### src/rtl/spi_reg_pkg.sv
// spi_reg_pkg: shared types and sizing helpers for the SPI register bank.
// Frame/counter widths are functions so each instance sizes itself.
package spi_reg_pkg;

    typedef enum logic [1:0] {
        IDLE,
        SHIFT,
        COMMIT
    } state_t;

    localparam logic RW_WRITE = 1'b1;
    localparam logic RW_READ  = 1'b0;

    // Frame = rw bit + address field + data field.
    function automatic int frame_w(
        input int addr_w,
        input int data_w
    );
        return 1 + addr_w + data_w;
    endfunction

    // Bit counter must hold FRAME_W+1 (overlength marker).
    function automatic int cnt_w(
        input int addr_w,
        input int data_w
    );
        return $clog2(frame_w(addr_w, data_w) + 2);
    endfunction

endpackage

### src/rtl/spi_sync_edge.sv
// spi_sync_edge: multi-flop synchroniser with rise/fall pulses.
// Ports: clk, rst_n, din (async pin) -> level, rise, fall (clk domain).
module spi_sync_edge #(
    parameter int   STAGES  = 2,
    parameter logic RST_VAL = 1'b0
) (
    input  logic clk,
    input  logic rst_n,
    input  logic din,
    output logic level,
    output logic rise,
    output logic fall
);

    logic [STAGES-1:0] sync_q;
    logic              prev_q;
    // Edges are suppressed until both level and prev_q hold real
    // pin samples, so a pin already asserted at reset release
    // never looks like a fresh edge.
    logic [STAGES:0]   vld_q;

    always_ff @(posedge clk or negedge rst_n) begin
        if (!rst_n) begin
            sync_q <= {STAGES{RST_VAL}};
            prev_q <= RST_VAL;
            vld_q  <= '0;
        end else begin
            sync_q <= {sync_q[STAGES-2:0], din};
            prev_q <= sync_q[STAGES-1];
            vld_q  <= {vld_q[STAGES-1:0], 1'b1};
        end
    end

    assign level = sync_q[STAGES-1];
    assign rise  = vld_q[STAGES] & level & ~prev_q;
    assign fall  = vld_q[STAGES] & ~level & prev_q;

endmodule

### src/rtl/spi_reg_bank.sv
// spi_reg_bank: SPI mode-0 peripheral writing an N-entry register bank.
// Define SPI_READBACK_EN to enable register readback on CIPO.
// Ports: clk, rst_n; SCLK, cs, COPI pins; CIPO, cipo_oe readback;
//   regs_flat bank; wr_strobe, wr_addr commit info; frame_err pulse.
module spi_reg_bank
    import spi_reg_pkg::*;
#(
    parameter int NUM_REGS    = 5,
    parameter int DATA_W      = 8,
    parameter int ADDR_W      = 7,
    parameter int SYNC_STAGES = 2
) (
    input  logic                       clk,
    input  logic                       rst_n,
    input  logic                       SCLK,
    input  logic                       cs,
    input  logic                       COPI,
    output logic                       CIPO,
    output logic                       cipo_oe,
    output logic [NUM_REGS*DATA_W-1:0] regs_flat,
    output logic                       wr_strobe,
    output logic [ADDR_W-1:0]          wr_addr,
    output logic                       frame_err
);

    localparam int FRAME_W = frame_w(ADDR_W, DATA_W);
    localparam int CNT_W   = cnt_w(ADDR_W, DATA_W);

    localparam logic [CNT_W-1:0] CNT_FULL =
        CNT_W'(FRAME_W);
    localparam logic [CNT_W-1:0] CNT_OVER =
        CNT_W'(FRAME_W + 1);
    localparam logic [ADDR_W:0] NREGS =
        (ADDR_W+1)'(NUM_REGS);

    logic sclk_lvl, sclk_rise, sclk_fall;
    logic cs_lvl, cs_rise, cs_fall;
    logic copi_lvl, copi_rise, copi_fall;

    spi_sync_edge #(
        .STAGES (SYNC_STAGES),
        .RST_VAL(1'b0)
    ) u_sclk (
        .clk  (clk),
        .rst_n(rst_n),
        .din  (SCLK),
        .level(sclk_lvl),
        .rise (sclk_rise),
        .fall (sclk_fall)
    );

    spi_sync_edge #(
        .STAGES (SYNC_STAGES),
        .RST_VAL(1'b1)
    ) u_cs (
        .clk  (clk),
        .rst_n(rst_n),
        .din  (cs),
        .level(cs_lvl),
        .rise (cs_rise),
        .fall (cs_fall)
    );

    spi_sync_edge #(
        .STAGES (SYNC_STAGES),
        .RST_VAL(1'b0)
    ) u_copi (
        .clk  (clk),
        .rst_n(rst_n),
        .din  (COPI),
        .level(copi_lvl),
        .rise (copi_rise),
        .fall (copi_fall)
    );

    state_t state, state_nxt;

    logic [FRAME_W-1:0] sr;
    logic [CNT_W-1:0]   bit_cnt;

    logic              f_rw;
    logic [ADDR_W-1:0] f_addr;
    logic [DATA_W-1:0] f_data;
    logic              full;
    logic              in_range;
    logic              do_wr;
    logic              bad;
    logic              shift_en;
    logic              commit_en;

    assign f_rw     = sr[FRAME_W-1];
    assign f_addr   = sr[DATA_W +: ADDR_W];
    assign f_data   = sr[DATA_W-1:0];
    assign full     = (bit_cnt == CNT_FULL);
    assign in_range = ({1'b0, f_addr} < NREGS);
    assign do_wr    = full && (f_rw == RW_WRITE)
                      && in_range;
    assign bad      = !full
                      || ((f_rw != RW_READ) && !in_range);

    // cs edges take priority over a coincident SCLK edge.
    assign shift_en  = (state == SHIFT) && sclk_rise
                       && !cs_fall && !cs_rise;
    assign commit_en = (state == SHIFT) && cs_rise;

    always_ff @(posedge clk or negedge rst_n) begin
        if (!rst_n) state <= IDLE;
        else        state <= state_nxt;
    end

    always_comb begin
        state_nxt = state;
        unique case (state)
            IDLE: begin
                if (cs_fall) state_nxt = SHIFT;
            end
            SHIFT: begin
                if (cs_rise) state_nxt = COMMIT;
            end
            COMMIT: begin
                state_nxt = cs_fall ? SHIFT : IDLE;
            end
            default: state_nxt = IDLE;
        endcase
    end

    // Shifter, bit counter and commit pulses.  The commit decision
    // is taken on the cs rise, so the bank and pulses update on the
    // edge that enters COMMIT and the pulses last that one state.
    always_ff @(posedge clk or negedge rst_n) begin
        if (!rst_n) begin
            sr        <= '0;
            bit_cnt   <= '0;
            wr_strobe <= 1'b0;
            frame_err <= 1'b0;
            wr_addr   <= '0;
        end else begin
            wr_strobe <= 1'b0;
            frame_err <= 1'b0;
            unique case (1'b1)
                cs_fall: begin
                    sr      <= '0;
                    bit_cnt <= '0;
                end
                shift_en: begin
                    sr <= {sr[FRAME_W-2:0], copi_lvl};
                    if (bit_cnt != CNT_OVER)
                        bit_cnt <= bit_cnt + 1'b1;
                end
                commit_en: begin
                    wr_strobe <= do_wr;
                    frame_err <= bad;
                    if (do_wr) wr_addr <= f_addr;
                end
                default: ;
            endcase
        end
    end

    always_ff @(posedge clk or negedge rst_n) begin
        if (!rst_n) begin
            regs_flat <= '0;
        end else begin
            for (int i = 0; i < NUM_REGS; i++) begin
                if (commit_en && do_wr
                    && f_addr == ADDR_W'(i))
                    regs_flat[i*DATA_W +: DATA_W] <= f_data;
            end
        end
    end

`ifdef SPI_READBACK_EN
    localparam logic [CNT_W-1:0] CNT_HDR =
        CNT_W'(1 + ADDR_W);

    logic [DATA_W-1:0] tx_sr;
    logic [DATA_W-1:0] rd_data;
    logic              tx_loaded;
    logic              tx_load;
    logic              oe_q;
    logic              cipo_q;

    // Header is complete: addr sits in the low bits, rw above it.
    always_comb begin
        rd_data = '0;
        for (int i = 0; i < NUM_REGS; i++) begin
            if (sr[ADDR_W-1:0] == ADDR_W'(i))
                rd_data = regs_flat[i*DATA_W +: DATA_W];
        end
    end

    assign tx_load = (state == SHIFT) && !tx_loaded
                     && (bit_cnt == CNT_HDR)
                     && (sr[ADDR_W] == RW_READ)
                     && !cs_fall && !cs_rise;

    always_ff @(posedge clk or negedge rst_n) begin
        if (!rst_n) begin
            tx_sr     <= '0;
            tx_loaded <= 1'b0;
            oe_q      <= 1'b0;
            cipo_q    <= 1'b0;
        end else if (cs_fall || cs_rise) begin
            tx_loaded <= 1'b0;
            oe_q      <= 1'b0;
            cipo_q    <= 1'b0;
        end else if (tx_load) begin
            tx_sr     <= rd_data;
            tx_loaded <= 1'b1;
            oe_q      <= 1'b1;
            cipo_q    <= 1'b0;
        end else if (oe_q && sclk_fall) begin
            cipo_q <= tx_sr[DATA_W-1];
            tx_sr  <= {tx_sr[DATA_W-2:0], 1'b0};
        end
    end

    assign cipo_oe = oe_q;
    assign CIPO    = oe_q & cipo_q;

    logic unused_sig;
    assign unused_sig = ^{sclk_lvl, cs_lvl,
                          copi_rise, copi_fall};
`else
    assign cipo_oe = 1'b0;
    assign CIPO    = 1'b0;

    logic unused_sig;
    assign unused_sig = ^{sclk_lvl, sclk_fall, cs_lvl,
                          copi_rise, copi_fall};
`endif

endmodule

### config.mk
export PLATFORM = sky130hd
export DESIGN_NAME = spi_reg_bank
export DESIGN_NICKNAME = d
export VERILOG_FILES = /design/src/rtl/spi_reg_pkg.sv /design/src/rtl/spi_sync_edge.sv /design/src/rtl/spi_reg_bank.sv
export SDC_FILE = /design/constraint.sdc
export NUM_CORES = 1
export LEC_CHECK = 0
export BUFFER_PORTS_ARGS = -buffer_cell sky130_fd_sc_hd__buf_2
export CORE_ASPECT_RATIO = 0.8
export CORE_MARGIN = 2
export CORE_UTILIZATION = 40
export CTS_BUF_LIST = sky130_fd_sc_hd__clkbuf_8
export CTS_CLUSTER_DIAMETER = 80
export CTS_CLUSTER_SIZE = 30
export DETAILED_ROUTE_END_ITERATION = 10
export PLACE_DENSITY = 0.68
export RECOVER_POWER = 100
export REMOVE_ABC_BUFFERS = 1
export SKIP_LAST_GASP = 1
export SYNTH_ARGS = -nofsm -noshare
export SYNTH_HDL_FRONTEND = slang
export SYNTH_SLANG_ARGS = --single-unit
### constraint.sdc
create_clock -name clk -period 2.8 [get_ports clk]
set_input_delay 0.14 -clock clk [delete_from_list [all_inputs] [get_ports clk]]
set_output_delay 0.14 -clock clk [all_outputs]
set_load 0.02 [all_outputs]
# After elaboration in Yosys (flattened, before gate mapping)
# Index checks and enable logic that the tools add are counted.
# op_classes
add_sub_neg	1
n_mux	9
order_cmp	1
eq_ne	11
reduce_logical	24
bitwise	9
# op_table
op	n
$pmux W16 S2	1
$eq A7 B2 Y1 const B	2
$logic_and A1 B1 Y1	13
$pmux W5 S2	1
$eq A7 B1 Y1 const B	1
$eq A7 B3 Y1 const B	1
$logic_not A7 Y1	1
$lt A7 B3 Y1 const B	1
$and A1 B1 Y1	6
$pmux W2 S3	1
$reduce_and A2 Y1	3
$add A5 B1 Y5 const B	1
$eq A5 B5 Y1 const B	1
$mux W5	1
$ne A5 B5 Y1 const B	1
$logic_not A1 Y1	4
$mux W2	2
$ne A2 B2 Y1 const B	2
$mux W1	3
$not A1 Y1	3
$eq A2 B1 Y1 const B	1
$eq A2 B2 Y1 const B	1
$logic_not A2 Y1	1
$ne A2 B1 Y1 const B	1
other kinds (2)	2
# word_totals
reg_bits	86
out_inout_bits	51
in_bits	5
elab_cells	73

# Longest topological paths before layout
# logic_depth
word_depth	8
depth_mapped	7
mapped_depth_nobuf	6

# By module
# Synthesis repeated with hierarchy kept, for this count alone.
# unflattened
hier_cells	257
hier_area_um2	3494.6
# by_module_without_submodules
module	cells_each	area_each_um2	n_inst	seq_area_each_um2
spi_reg_bank	230	2976.6	1	1801.7
spi_sync_edge at u_copi ...	9	171.4	2	150.1
spi_sync_edge at u_cs	9	175.2	1	153.9

# Worst setup path before layout
# Ideal clock, no wire load.
# synth_timing
kind	register -> register
from	register bit_cnt[0]
to	register regs_flat[10]
t_arrival_ps	1876
synth_period_minus_slack_ps	2001
required_time_ps	2675
setup_slack_ps	799
setup_ps	125
n_path_buf	0
stages_incl_launch_ff	7
path_cell_list	dfrtp_1 -> inv_1 -> ha_1 -> and4bb_2 -> nand4_1 -> nor3b_2 -> mux2_2
# synth_between
elab_chain_cells	5
# synth_lines
item	line	rtl
start, declared	spi_reg_bank.sv:79	logic [CNT_W-1:0] bit_cnt;
start signal, assigned	spi_reg_bank.sv:148	bit_cnt <= bit_cnt + 1'b1;
$eq A5 B5 Y1	spi_reg_bank.sv:94	assign full = (bit_cnt == CNT_FULL);
$logic_and A1 B1 Y1	spi_reg_bank.sv:96	assign do_wr = full && (f_rw == RW_WRITE)
$logic_and A1 B1 Y1	spi_reg_bank.sv:97	&& in_range;
$logic_and A1 B1 Y1	spi_reg_bank.sv:165	if (commit_en && do_wr
$logic_and A1 B1 Y1	spi_reg_bank.sv:166	&& f_addr == ADDR_W'(i))
end signal, assigned by index	spi_reg_bank.sv:167	regs_flat[i*DATA_W +: DATA_W] <= f_data;
end, declared	spi_reg_bank.sv:20	output logic [NUM_REGS*DATA_W-1:0] regs_flat,
# Every way passes these cells.
# A chain may end at the register's enable or synchronous reset.

# Worst setup path after layout
# layout_timing
from	register bit_cnt[0]
to	register regs_flat[8]
# The elaborated chain is that of the path after synthesis.

==> metrics.txt <==
pwr dens=just under 600 mW/mm²; GRT Resource Usage Total=15.5%; Die Y=~85 µm; asr flop ratio synth=100%; Worst Skew=10.2 ps; Critical Path AT=2640 ps; DR iter-0 viols=99; Std-Cell Rows=29; layout cell share with drive strength beyond 1=19.7%; DP HPWL=around 4 mm; clock network fraction of design power=38.8%; final non-filler cell total=423; clk root buf=clkbuf_8; Longest Clk Path Bufs=2; Syn Area/Cell=13.2 µm²; antenna cells=0; critical path's largest stage delay=490 ps; Tcrit/Tclk final=86.0%; largest net degree at the start of global routing=84; Worst-Skew Late Latency=350 ps; Clk pin slew, worst setup/hold paths=70 ps; cell internal pwr=1.67 mW; HP Class=in -> async; first-pass GRT wire length=10.6 mm; WP data required=3030 ps; EDFF count, synth=0; Seq/Total Area, Yosys=63.8%; worst r2r path cells=7; vias post-DR=between 2000 and 2500; logic gate share of total power=3.9%; GP Congestion=0.830; # IOs=56; TritonCTS clock tree=done; relative slew slack=-35.1%; failing checks=capacitance limit, slew limit; initial antenna violation count=0; worst r2r src=bit_cnt[0]$_DFFE_PN0P_; Final ANT Viol Nets=0; Synth Warn #=0; Reg2Reg Setup Slack=390 ps; fin nets=318; mapped cell area=0.00326 mm²; maxcap violations=1; DR WL/cell=14.5 µm; most frequent cells in the layout=dfrtp_1 (80), clkbuf_1 (52), nand2_1 (42); R2R Path End=regs_flat[8]$_DFFE_PN0P_; placed instance count=404; leakage power=about 1.8 nW; Netlist cell types=36; most common cell after layout, fill and taps aside=dfrtp_1; DRC Markers=0; total wire length=6.11 mm; die width=between 100 and 150 µm; Vias/cell=4.88; TritonCTS Buffers=9; sequential share of power=57.3%; drt pass-1 iters=4; kind of critical path=reg -> reg; Die Area=0.00890 mm²; Post-synth top flop=dfrtp_1; Fmax achieved=415 MHz; slowest CP cell=nor3b_1; grt total ovfl=0; Critical Path Fanout Max=6; Fin. Hold Viols=0; fin crit period=2410 ps; Worst-Margin Slew=2030 ps; # setup viols final=0; CP Cell Sequence=inv_1 -> ha_1 -> and4bb_2 -> nand4_1 -> nor3b_1 -> clkbuf_2 -> mux2_2; post-synthesis cell count=247; RSZ-0062 raised after global routing=false; Synth Register Bits=83; core footprint=0.00791 mm²; CP endpoint kind=register; startpoint types=register; status=complete, but fails checks; CTS H-tree lvls=3; NetSw=0.493 mW; total clock sinks=83; peak supply drop=266 µV; Area Growth Syn to Fin=15.3%; port bufs=53; Total Neg Setup Slack=0 ps; Pins Over Slew Limit=84; vias in the first global route=2037; Fill cells=770; starting density of the core=41.2%; Sw Share=22.8%
-- cell type report --
type	count	area, µm²	area share (%)
Inverter	5	18.8	0.499
Tap cell	108	135	3.59
Sequential cell	83	2080	55.3
Timing Repair Buffer	61	258	6.85
Clock buffer	10	138	3.66
Multi-Input combinational cell	150	1070	28.6
Clock inverter	6	56.3	1.50
-- what timing repair did --
item                                   4_1_cts  5_1_grt
setup buffers                                0        0
resized for setup                            0        0
setup endpoints to repair                    0        0
endpoints found under the hold margin        3        0
hold buffers                                 3        0
-- Yosys cell counts, types with 3 or more instances --
library cell,number,share of area (%)
nor2_1,3,0.35
dfstp_2,3,2.4
nor2b_1,5,0.96
dfrtp_1,80,61
nand3b_1,3,0.69
nor3_1,3,0.46
clkbuf_1,6,0.69
ha_1,3,1.2
mux2_2,34,12
nor4_1,3,0.58
inv_1,5,0.58
mux2_4,8,3.7
o21ai_0,18,2.8
nand2_1,42,4.8
-- cell families (layout without fill, tap and decap cells) --
| group | Yosys count | in the layout | share of synthesized area (%) |
|---|---|---|---|
| flops | 83 | 83 | 63.8 |
| simple gates | 75 | 75 | 12.4 |
| mux | 42 | 42 | 15.4 |
| compound gates | 24 | 24 | 3.95 |
| buf+inv | 15 | 82 | 2.22 |
| fa+ha+maj | 3 | 3 | 1.15 |
| xor+xnor | 3 | 3 | 0.806 |
| other cells | 2 | 3 | 0.230 |
-- registers in the layout, indices dropped and copies added (netlist names), 2 cells and up --
| signal | flops |
|---|---|
| bit_cnt | 5 |
| regs_flat | 40 |
| sr | 16 |
| state | 2 |
| u_copi.sync_q | 2 |
| u_cs.sync_q | 2 |
| u_cs.vld_q | 3 |
| u_sclk.sync_q | 2 |
| wr_addr | 7 |
-- worst max path at each step --
| stage | startpoint | endpoint | cells past startpoint |
|---|---|---|---|
| after global placement | bit_cnt[0]$_DFFE_PN0P_ | regs_flat[36]$_DFFE_PN0P_ | 6 |
| after global routing | bit_cnt[0]$_DFFE_PN0P_ | regs_flat[8]$_DFFE_PN0P_ | 7 |
| after CTS | bit_cnt[0]$_DFFE_PN0P_ | regs_flat[35]$_DFFE_PN0P_ | 6 |
| final | bit_cnt[0]$_DFFE_PN0P_ | regs_flat[8]$_DFFE_PN0P_ | 7 |
| after floorplan | u_cs.sync_q[1]$_DFF_PN1_ | sr[0]$_DFFE_PN0P_ | 3 |
| after detailed placement | bit_cnt[0]$_DFFE_PN0P_ | regs_flat[37]$_DFFE_PN0P_ | 6 |
-- routing by layer --
| metal | track usage (%) | wire length [µm] | up-vias |
|---|---|---|---|
| met2 | 22.4 | 2640 | 59 |
| met3 | 5.59 | 363 | 14 |
| met1 | 21.0 | 2970 | 1027 |
| met5 | 0 | 0 | - |
| met4 | 6.91 | 144 | 0 |
| li1 | - | - | 966 |
-- power groups by stage --
stage,clock network [mW],logic (mW),registers (mW)
5_1_grt,0.939,0.101,1.25
3_3_place_gp,0,0.0831,1.26
3_5_place_dp,0,0.0856,1.27
2_1_floorplan,0,0.0428,1.26
6_report,0.841,0.0853,1.24
4_1_cts,0.868,0.0889,1.24
-- through the flow --
stage          worst slack [ps]  hold WS (ps)  total power [mW]  util [%]  cell area, µm²
6_report                    393           349              2.17      47.5            3760
4_1_cts                     497         0.827              2.20      49.1            3880
2_1_floorplan               265          -156              1.30         -            3210
3_5_place_dp                509           248              1.35      46.2            3660
3_3_place_gp                589           247              1.35      46.2            3660
5_1_grt                     204           364              2.29      47.5            3760
-- critical path, delay by kind of cell, from the launching register on --
kind	cells	cell delay, ps
and+or+nand+nor	3	940
buffers and inverters	2	420
muxes	1	360
adders and majority gates	1	140
DFF	1	430
Note: power is estimated with default switching activity, not from simulation.
